===== config.mk =====
export PLATFORM = sky130hd
export DESIGN_NAME = dm_access_arbiter
export DESIGN_NICKNAME = d
export VERILOG_FILES = /design/src/rtl/dm_arb_pkg.sv /design/src/rtl/rr_arb2.sv /design/src/rtl/dm_access_arbiter.sv
export SDC_FILE = /design/constraint.sdc
export NUM_CORES = 1
export LEC_CHECK = 0
export BUFFER_PORTS_ARGS = -buffer_cell sky130_fd_sc_hd__buf_2
export CORE_AREA = 8 8 121 112
export DETAILED_ROUTE_END_ITERATION = 7
export DIE_AREA = 0 0 129 120
export PLACE_DENSITY = 0.68
export SKIP_LAST_GASP = 1
export SLEW_MARGIN = 40
export SYNTH_ARGS = -nofsm -noshare
export SYNTH_HDL_FRONTEND = slang
export SYNTH_SLANG_ARGS = --single-unit

===== constraint.sdc =====
create_clock -name Clk -period 2.8 [get_ports Clk]
set_clock_uncertainty 0.1 [all_clocks]
set_input_delay 0.14 -clock Clk [delete_from_list [all_inputs] [get_ports Clk]]
set_output_delay 0.14 -clock Clk [all_outputs]
set_load 0.01 [all_outputs]

===== src/rtl/dm_arb_pkg.sv =====
// -----------------------------------------------------------------------------
// dm_arb_pkg
// Purpose : Shared definitions for the data-memory access arbiter. It holds the
//           requester size codes, the memory write codes, the controller state
//           encoding and two small decode helpers.
// Ports   : none (package)
// -----------------------------------------------------------------------------
package dm_arb_pkg;

    // Access size codes as presented by the requesters and forwarded to the
    // memory's read-cut select.
    localparam logic [1:0] SZ_WORD    = 2'd0;
    localparam logic [1:0] SZ_BYTE    = 2'd1;
    localparam logic [1:0] SZ_HALF    = 2'd2;
    localparam logic [1:0] SZ_ILLEGAL = 2'd3;

    // Memory write codes. Code 3 is deliberately absent because the memory
    // does not define it.
    localparam logic [2:0] MW_NONE = 3'd0;
    localparam logic [2:0] MW_WORD = 3'd1;
    localparam logic [2:0] MW_BYTE = 3'd2;
    localparam logic [2:0] MW_HALF = 3'd4;

    typedef enum logic [1:0] {
        IDLE  = 2'd0,
        ISSUE = 2'd1,
        DONE  = 2'd2
    } state_e;

    // Map a store of a given size onto the memory write code. Loads and
    // unknown sizes never produce a write.
    function automatic logic [2:0] memWrCode(input logic wr, input logic [1:0] size);
        logic [2:0] code;
        code = MW_NONE;
        if (wr) begin
            case (size)
                SZ_WORD: code = MW_WORD;
                SZ_BYTE: code = MW_BYTE;
                SZ_HALF: code = MW_HALF;
                default: code = MW_NONE;
            endcase
        end
        return code;
    endfunction

    // The memory always touches four bytes starting at the address, so the
    // highest legal start address is three below the top of the window.
    function automatic logic accessIllegal(input logic [15:0] ad,
                                           input logic [1:0]  size,
                                           input logic [15:0] memBase,
                                           input logic [15:0] memTop);
        return (ad < memBase) || (ad > (memTop - 16'd3)) || (size == SZ_ILLEGAL);
    endfunction

endpackage


===== src/rtl/rr_arb2.sv =====
// -----------------------------------------------------------------------------
// rr_arb2
// Purpose : Two-way round-robin pick. A lone requester wins outright; when both
//           request, the port that did not win last time is chosen.
// Ports   : Clk     - clock
//           Reset   - asynchronous active-high reset (favours port 0)
//           req     - request vector, bit n = port n
//           update  - a grant was taken this cycle; remember the winner
//           gnt     - one-hot combinational pick (zero when nothing requests)
// -----------------------------------------------------------------------------
module rr_arb2 (
    input  logic       Clk,
    input  logic       Reset,
    input  logic [1:0] req,
    input  logic       update,
    output logic [1:0] gnt
);

    // Set when port 1 was the last winner. It resets set so that the very
    // first contended pick goes to port 0.
    logic lastWasOne_q;

    // Pure combinational pick; only the contended case consults the history.
    always_comb begin
        gnt = req;
        if (req == 2'b11) begin
            gnt = lastWasOne_q ? 2'b01 : 2'b10;
        end
    end

    // History only moves when the owner actually accepts a grant, so a
    // blocked cycle never shifts fairness.
    always_ff @(posedge Clk or posedge Reset) begin
        if (Reset) begin
            lastWasOne_q <= 1'b1;
        end else if (update && (gnt != 2'b00)) begin
            lastWasOne_q <= gnt[1];
        end
    end

endmodule


===== src/rtl/dm_access_arbiter.sv =====
// -----------------------------------------------------------------------------
// dm_access_arbiter
// Purpose : Shares the single data-memory port between the CPU load/store
//           stage (port 0) and the debug/loader (port 1). Each granted request
//           is range-checked, issued to memory for one cycle and completed
//           with a one-cycle Done pulse carrying read data or an error flag.
// Ports   : Clk, Reset           - clock, asynchronous active-high reset
//           Req/Wr/Size/Ad/WData - per-port request (0 and 1), held until Gnt
//           Gnt0/Gnt1            - combinational accept
//           Done0/Done1          - registered completion pulse
//           Err0/Err1            - qualifies Done, access rejected
//           RData                - load result, valid with Done
//           Ad/WrData/MemWr/DMcut_sel - registered memory controls
//           DM                   - memory read data, combinational from Ad
// -----------------------------------------------------------------------------
module dm_access_arbiter
    import dm_arb_pkg::*;
#(
    parameter logic [15:0] MEM_BASE = 16'hff00,
    parameter logic [15:0] MEM_TOP  = 16'hffff
) (
    input  logic        Clk,
    input  logic        Reset,
    input  logic        Req0,
    input  logic        Req1,
    input  logic        Wr0,
    input  logic        Wr1,
    input  logic [1:0]  Size0,
    input  logic [1:0]  Size1,
    input  logic [15:0] Ad0,
    input  logic [15:0] Ad1,
    input  logic [31:0] WData0,
    input  logic [31:0] WData1,
    output logic        Gnt0,
    output logic        Gnt1,
    output logic        Done0,
    output logic        Done1,
    output logic        Err0,
    output logic        Err1,
    output logic [31:0] RData,
    output logic [15:0] Ad,
    output logic [31:0] WrData,
    output logic [2:0]  MemWr,
    output logic [1:0]  DMcut_sel,
    input  logic [31:0] DM
);

    state_e      state_q;
    logic        owner_q;
    logic        wr_q;
    logic        done0_q;
    logic        done1_q;
    logic        err0_q;
    logic        err1_q;
    logic [31:0] rData_q;
    logic [15:0] ad_q;
    logic [31:0] wrData_q;
    logic [2:0]  memWr_q;
    logic [1:0]  dmCutSel_q;

    logic [1:0]  rrGnt;
    logic [1:0]  gnt;
    logic        anyGnt;
    logic        selPort;
    logic        selWr;
    logic [1:0]  selSize;
    logic [15:0] selAd;
    logic [31:0] selWData;
    logic        reqErr_d;
    logic [2:0]  memWr_d;

    rr_arb2 u_rr_arb2 (
        .Clk    (Clk),
        .Reset  (Reset),
        .req    ({Req1, Req0}),
        .update (anyGnt),
        .gnt    (rrGnt)
    );

    // Arbitration is open in IDLE and also in DONE, which lets a new access
    // start while the previous one is completing (one access every 2 cycles).
    always_comb begin
        gnt      = (state_q != ISSUE) ? rrGnt : 2'b00;
        anyGnt   = (gnt != 2'b00);
        selPort  = gnt[1];
        selWr    = selPort ? Wr1    : Wr0;
        selSize  = selPort ? Size1  : Size0;
        selAd    = selPort ? Ad1    : Ad0;
        selWData = selPort ? WData1 : WData0;
        reqErr_d = accessIllegal(selAd, selSize, MEM_BASE, MEM_TOP);
        memWr_d  = memWrCode(selWr, selSize);
    end

    // Controller FSM with all memory-side and completion outputs registered.
    // Pulsed outputs default to zero every cycle, so Done/Err/RData last one
    // cycle and MemWr is only non-zero during ISSUE. A rejected request skips
    // ISSUE entirely and never touches the memory address or write lines.
    always_ff @(posedge Clk or posedge Reset) begin
        if (Reset) begin
            state_q    <= IDLE;
            owner_q    <= 1'b0;
            wr_q       <= 1'b0;
            done0_q    <= 1'b0;
            done1_q    <= 1'b0;
            err0_q     <= 1'b0;
            err1_q     <= 1'b0;
            rData_q    <= 32'd0;
            ad_q       <= 16'd0;
            wrData_q   <= 32'd0;
            memWr_q    <= MW_NONE;
            dmCutSel_q <= 2'd0;
        end else begin
            done0_q <= 1'b0;
            done1_q <= 1'b0;
            err0_q  <= 1'b0;
            err1_q  <= 1'b0;
            rData_q <= 32'd0;
            memWr_q <= MW_NONE;
            case (state_q)
                IDLE, DONE: begin
                    if (anyGnt) begin
                        owner_q <= selPort;
                        wr_q    <= selWr;
                        if (reqErr_d) begin
                            done0_q <= ~selPort;
                            done1_q <= selPort;
                            err0_q  <= ~selPort;
                            err1_q  <= selPort;
                            state_q <= DONE;
                        end else begin
                            ad_q       <= selAd;
                            wrData_q   <= selWData;
                            dmCutSel_q <= selSize;
                            memWr_q    <= memWr_d;
                            state_q    <= ISSUE;
                        end
                    end else begin
                        state_q <= IDLE;
                    end
                end
                ISSUE: begin
                    rData_q <= wr_q ? 32'd0 : DM;
                    done0_q <= ~owner_q;
                    done1_q <= owner_q;
                    state_q <= DONE;
                end
                default: begin
                    state_q <= IDLE;
                end
            endcase
        end
    end

    assign Gnt0      = gnt[0];
    assign Gnt1      = gnt[1];
    assign Done0     = done0_q;
    assign Done1     = done1_q;
    assign Err0      = err0_q;
    assign Err1      = err1_q;
    assign RData     = rData_q;
    assign Ad        = ad_q;
    assign WrData    = wrData_q;
    assign MemWr     = memWr_q;
    assign DMcut_sel = dmCutSel_q;

endmodule


# Word-level counts from Yosys, hierarchy flattened
# Cells that the tools add are included.
# W data, S select, Z words.
[word_totals]
regBits = 94
in_bits = 138
[classes]
n_lt_le_gt_ge = 2
n_eq_ne = 7
n_mux = 25
bitwise_logic = 3
reduce_logical = 10
[op_table]
columns = ["op", "count"]
rows = [
  ["$mux W32", 3],
  ["$gt A16 B16 Y1 const B", 1],
  ["$lt A16 B16 Y1 const B", 1],
  ["$mux W16", 1],
  ["$mux W2", 6],
  ["$mux W3", 4],
  ["$pmux W3 S3", 1],
  ["$eq A2 B2 Y1 const B", 4],
  ["$mux W1", 7],
  ["$eq A2 B1 Y1 const B", 2],
  ["$logic_not A2 Y1", 2],
  ["$pmux W1 S2", 2],
  ["$pmux W2 S2", 1],
  ["$reduce_bool A2 Y1", 2],
  ["$not A1 Y1", 3],
  ["$reduce_and A3 Y1", 1],
  ["$logic_or A1 B1 Y1", 2],
  ["$ne A2 B1 Y1 const B", 1],
  ["$reduce_and A2 Y1", 1],
  ["$reduce_or A2 Y1", 1],
  ["$logic_and A1 B1 Y1", 1],
]

# Logic depth before layout (Yosys ltp)
[depth]
word_depth = 10
ltp_mapped = 9
mapped_depth_nobuf = 6

# By module
# A second synthesis with hierarchy kept.
[hier_totals]
cells_unflattened = 289
hier_area_um2 = 4018.9
[by_module_without_submodules]
columns = ["module", "n_inst", "cells_each", "area_each_um2", "seq_area_each_um2"]
rows = [
  ["dm_access_arbiter", 1, 282, 3958.8, 2327.2],
  ["rr_arb2", 1, 7, 60.1, 26.3],
]

# Least setup slack after synthesis
# No wires, ideal clock.
[synth_path]
path_kind = "register to register"
from = "reg state_q[1]"
to = "reg ad_q[0] (netlist: Ad[0])"
t_arrival_ns = 2.135
slack_ns = 0.438
path_stages_with_launch = 9
path_buffers = 2
period_less_slack_ns = 2.362
cell_sequence = "dfrtp_1 -> nand2b_1 -> buf_2 -> nand3_2 -> inv_2 -> or4_4 -> a21oi_4 -> buf_4 -> mux2_1"
[synth_via]
elab_chain_len = 8
[synth_lines]
columns = ["element", "line_no", "rtl"]
rows = [
  ["start, declared", "dm_access_arbiter.sv:48", "state_e state_q;"],
  ["start signal, assigned", "dm_access_arbiter.sv:100", "state_q <= IDLE;"],
  ["start signal, assigned", "dm_access_arbiter.sv:129", "state_q <= DONE;"],
  ["start signal, assigned", "dm_access_arbiter.sv:135", "state_q <= ISSUE;"],
  ["$ne A2 B1 Y1", "dm_access_arbiter.sv:83", "gnt = (state_q != ISSUE) ? rrGnt : 2'b00;"],
  ["$mux W2", "dm_access_arbiter.sv:83", ""],
  ["$mux W16", "dm_access_arbiter.sv:88", "selAd = selPort ? Ad1 : Ad0;"],
  ["$lt A16 B16 Y1 / $gt A16 B16 Y1 (equally long branches)", "dm_arb_pkg.sv:52", "return (ad < memBase) || (ad > (memTop - 16'd3)) || (size == SZ_ILLEGAL);"],
  ["$logic_or A1 B1 Y1 (2 in series)", "dm_arb_pkg.sv:52", ""],
  ["$not A1 Y1 (no source line)", "n/a", ""],
  ["$reduce_and A3 Y1 (no source line)", "n/a", ""],
  ["end signal, assigned", "dm_access_arbiter.sv:131", "ad_q <= selAd;"],
  ["end, declared", "dm_access_arbiter.sv:56", "logic [15:0] ad_q;"],
]
# Parallel ways exist; a longest one is shown, timed or not.
# A chain may end at the register's enable or synchronous reset.

# Worst setup path after layout
[layout_path]
from = "reg state_q[0]"
to = "reg ad_q[1] (netlist: Ad[1])"
# The elaborated chain is that of the path after synthesis.

==> flow_summary_export.csv <==
group,metric,value,unit
worst_setup_path,worst_setup_path_end_kind,"flip-flop",
timing,fmaxAchievable,390,MHz
cells_and_area,area_growth,54.5,%
synth,synthCells,361,
drt,drt_iter0_markers,140,
placement,gp_congestion,0.795,
placement,dp_cells,736,
clocking,clk_path_buf_depth,2,
timing,maxSlewHeadroom,52.3,%
clocking,clock_latency,0.34,ns
global_routing,antenna_found_initial,0,
timing,finalHoldViolations,0,
drt,dr_wl_met3,1780,um
cells_and_area,diodes,0,
floorplanning,fp.dieW,129,um
worst_setup_path,worst_setup_path_start_kind,"flip-flop",
synth,synth_top_area_share,59.4,%
synth,synth_cell_type_count,33,
synth,synthArstFlopShare,100,%
synth,yosys_warnings,0,
drt,viasPerCell,4.43,
worst_setup_path,worstPathRequired,2.92,ns
drt,vias,3556,
synth,syn_area,3920,sq um
worst_hold_path,hp-class,"in2reg",
floorplanning,core_area,11600,sq um
drt,wl_met1,4800,um
cells_and_area,fill_cells,1035,
drt,wl_met2,5900,um
pwr,max-vdd-ir-drop,0.440,mV
worst_setup_path,critPathKind,"reg2reg",
clocking,postCtsSetupRepairBufs,0,
synth,synthFlopType,"dfrtp_1",
drt,drt-wirelength-per-cell,15.7,um
global_routing,gr-usage-all-layers,16.5,%
clocking,htree_levels,3,
synth,synthTopCellsByArea,"dfrtp_1, nand2_1, mux2_1",
global_routing,grt_pass1_wl,19900,um
synth,synth_simple_gate_area_share,21.8,%
worst_setup_path,cp.arrival,2.69,ns
floorplanning,start_util,33.6,%
synth,muxShareOfSynthArea,12.6,%
timing,rsz0062_at_grt,"false",
drt,drc,0,
synth,synth_top_family_by_area,"simple AND/OR/NAND/NOR gates",
pwr,power,3.19,mW
placement,dp_hpwl,9060,um
synth,yosys.area.top_type,"dfrtp_1",
synth,synthTopCellsByCount,"nand2_1, dfrtp_1, mux2_1",
clocking,cts_buffers,9,
flow_run,cap_violations,0,
cells_and_area,fin_util,52.0,%
global_routing,globalRouteOverflowTotal,0,
drt,ant_nets,0,
timing,setup_violations,0,
global_routing,grt_pass1_vias,3848,
floorplanning,row_count,38,
placement,io_buffers,228,
cells_and_area,stdcell_count,802,
drt,wirelength,12600,um
timing,fin_setup_tns,0,ns
synth,synthesis.nets,499,
synth,synth-xor-area-share,0,%
clocking,cts_tree,"done",
timing,worst_pin_slew,0.711,ns
floorplanning,die_area,15500,sq um
synth,syn_area_per_cell,10.9,sq um
pwr,powerDensity,527,nW/um^2
cells_and_area,nets,776,
synth,synth_fa_ha_area_share,0,%
worst_setup_path,crit_fanout,46,
synth,ys_ff_latch,94,
drt,top_layer_used,"met4",
floorplanning,ios,229,
clocking,cts_sinks,94,
outcome,status,"finished, final reports clean",
global_routing,grt_max_degree,95,
cells_and_area,drive_gt1_share,41.6,%
floorplanning,fp.dieH,120,um
synth,synth-compound-area-share,2.97,%
timing,final_max_slew_viol_count,0,
clocking,cts-root-buf,"clkbuf_16",
timing,period_needed,2.57,ns
timing,timing.final.crit_share,91.7,%
synth,yosysMostFrequentCell,"nand2_1",
synth,synth_edf_count,0,
drt,drt_pass1_iterations,6,
synth,seq_area_frac_synth,60.1,%
pwr,leakage,3.59,nW
clocking,clk_pin_slew,0.06,ns
## what timing repair did
action / 4_1_cts / 5_1_grt
hold endpoints to repair: 138 / 0
hold buffers: 51 / 0
gates resized for setup: 0 / 0
## per-layer routing
metal / vias to the layer above / global-route usage (%)
met3: 13 / 9.31
met5: - / 0
met1: 1631 / 17.9
met4: 0 / 4.33
met2: 191 / 27.2
li1: 1721 / -
## cells by family (layout without fill, tap and decap cells)
family | count (synthesis) | after routing
AO/OA/AOI/OAI | 16 | 16
buffers and inverters | 23 | 304
AND/OR/NAND/NOR | 184 | 184
multiplexers | 44 | 44
flip-flops | 94 | 94
## cell usage in the layout (no fill, tap or decap)
cell type	synthesis	layout
buf_12	0	1
dlygate4sd3_1	0	51
and4b_1	1	1
inv_2	1	1
and4bb_1	1	1
buf_4	4	4
o211a_1	1	1
a21o_1	1	1
nand2b_1	2	2
o21ai_0	3	3
clkinv_2	0	2
mux2i_1	3	3
and2_1	32	32
o22ai_1	1	1
inv_1	4	3
or2_2	8	8
a31oi_1	1	1
nor3_1	1	1
buf_2	2	228
inv_6	0	1
nor2_1	3	3
o21bai_1	2	2
a21oi_4	1	1
nand4_1	6	6
a211oi_1	1	1
mux2_1	37	37
a21oi_1	2	2
dfrtp_1	93	93
bufinv_16	0	2
clkinvlp_4	0	1
inv_8	0	1
nor4b_2	1	1
mux2_2	4	4
dfstp_2	1	1
or4_4	1	1
nand3_2	1	1
clkbuf_16	0	9
o211ai_1	3	3
nand2_1	127	127
## metrics by stage
step / hold WS, ns / setup WS [ns] / instance area (sq um)
after floorplan: 0.103 / 0.113 / 3920
after global placement: 0.246 / 0.348 / 5230
after detailed placement: 0.248 / 0.222 / 5230
after CTS: 0.00129 / 0.218 / 6050
after global routing: 0.00921 / 0.0906 / 6050
final: 0.0102 / 0.233 / 6050
## power by group
group          switching, mW  internal (mW)  total (mW)
Sequential            0.0294           1.42        1.45
Combinational          0.227          0.229       0.456
Clock                  0.509          0.777        1.29
## registers in the layout (all words and copies together) (netlist names)
register and count:
Done1 1, Err1 1, wr_q 1, DMcut_sel 2, WrData 32, Err0 1, Ad 16, Done0 1
u_rr_arb2.lastWasOne_q 1, state_q 2, MemWr 3, RData 32, owner_q 1
## cell type report
class                   instances  area (sq um)  area share [%]
clock inverters                 6          86.3            1.43
flip-flops and latches         94          2350            38.9
repair buffers                284          1700            28.1
inverters                       5          26.3           0.434
well taps                     160           200            3.31
multi-input cells             244          1460            24.1
clock buffers                   9           225            3.72
## path summary, 6_finish.rpt
kind,depth (start not counted),startpoint,slack [ns],to
setup / recovery,8,state_q[0],0.23,Ad[1]
hold / removal,4,WData1[9],0.01,WrData[9]
setup reg to reg,8,state_q[0],0.23,Ad[1]
hold reg to reg,1,Ad[10],0.36,Ad[10]
max in group asynchronous,3,Reset,1.81,WrData[16]
min in group asynchronous,3,Reset,0.34,RData[15]
## critical path: stages (launching register included)
cell	delay, ns
dfrtp_1	0.42
nand2b_1	0.26
nand3_2	0.13
inv_2	0.07
buf_4	0.41
o211ai_1	0.22
a21oi_4	0.22
buf_12	0.24
mux2_2	0.36
No activity file was read; power rests on OpenSTA's default activity.
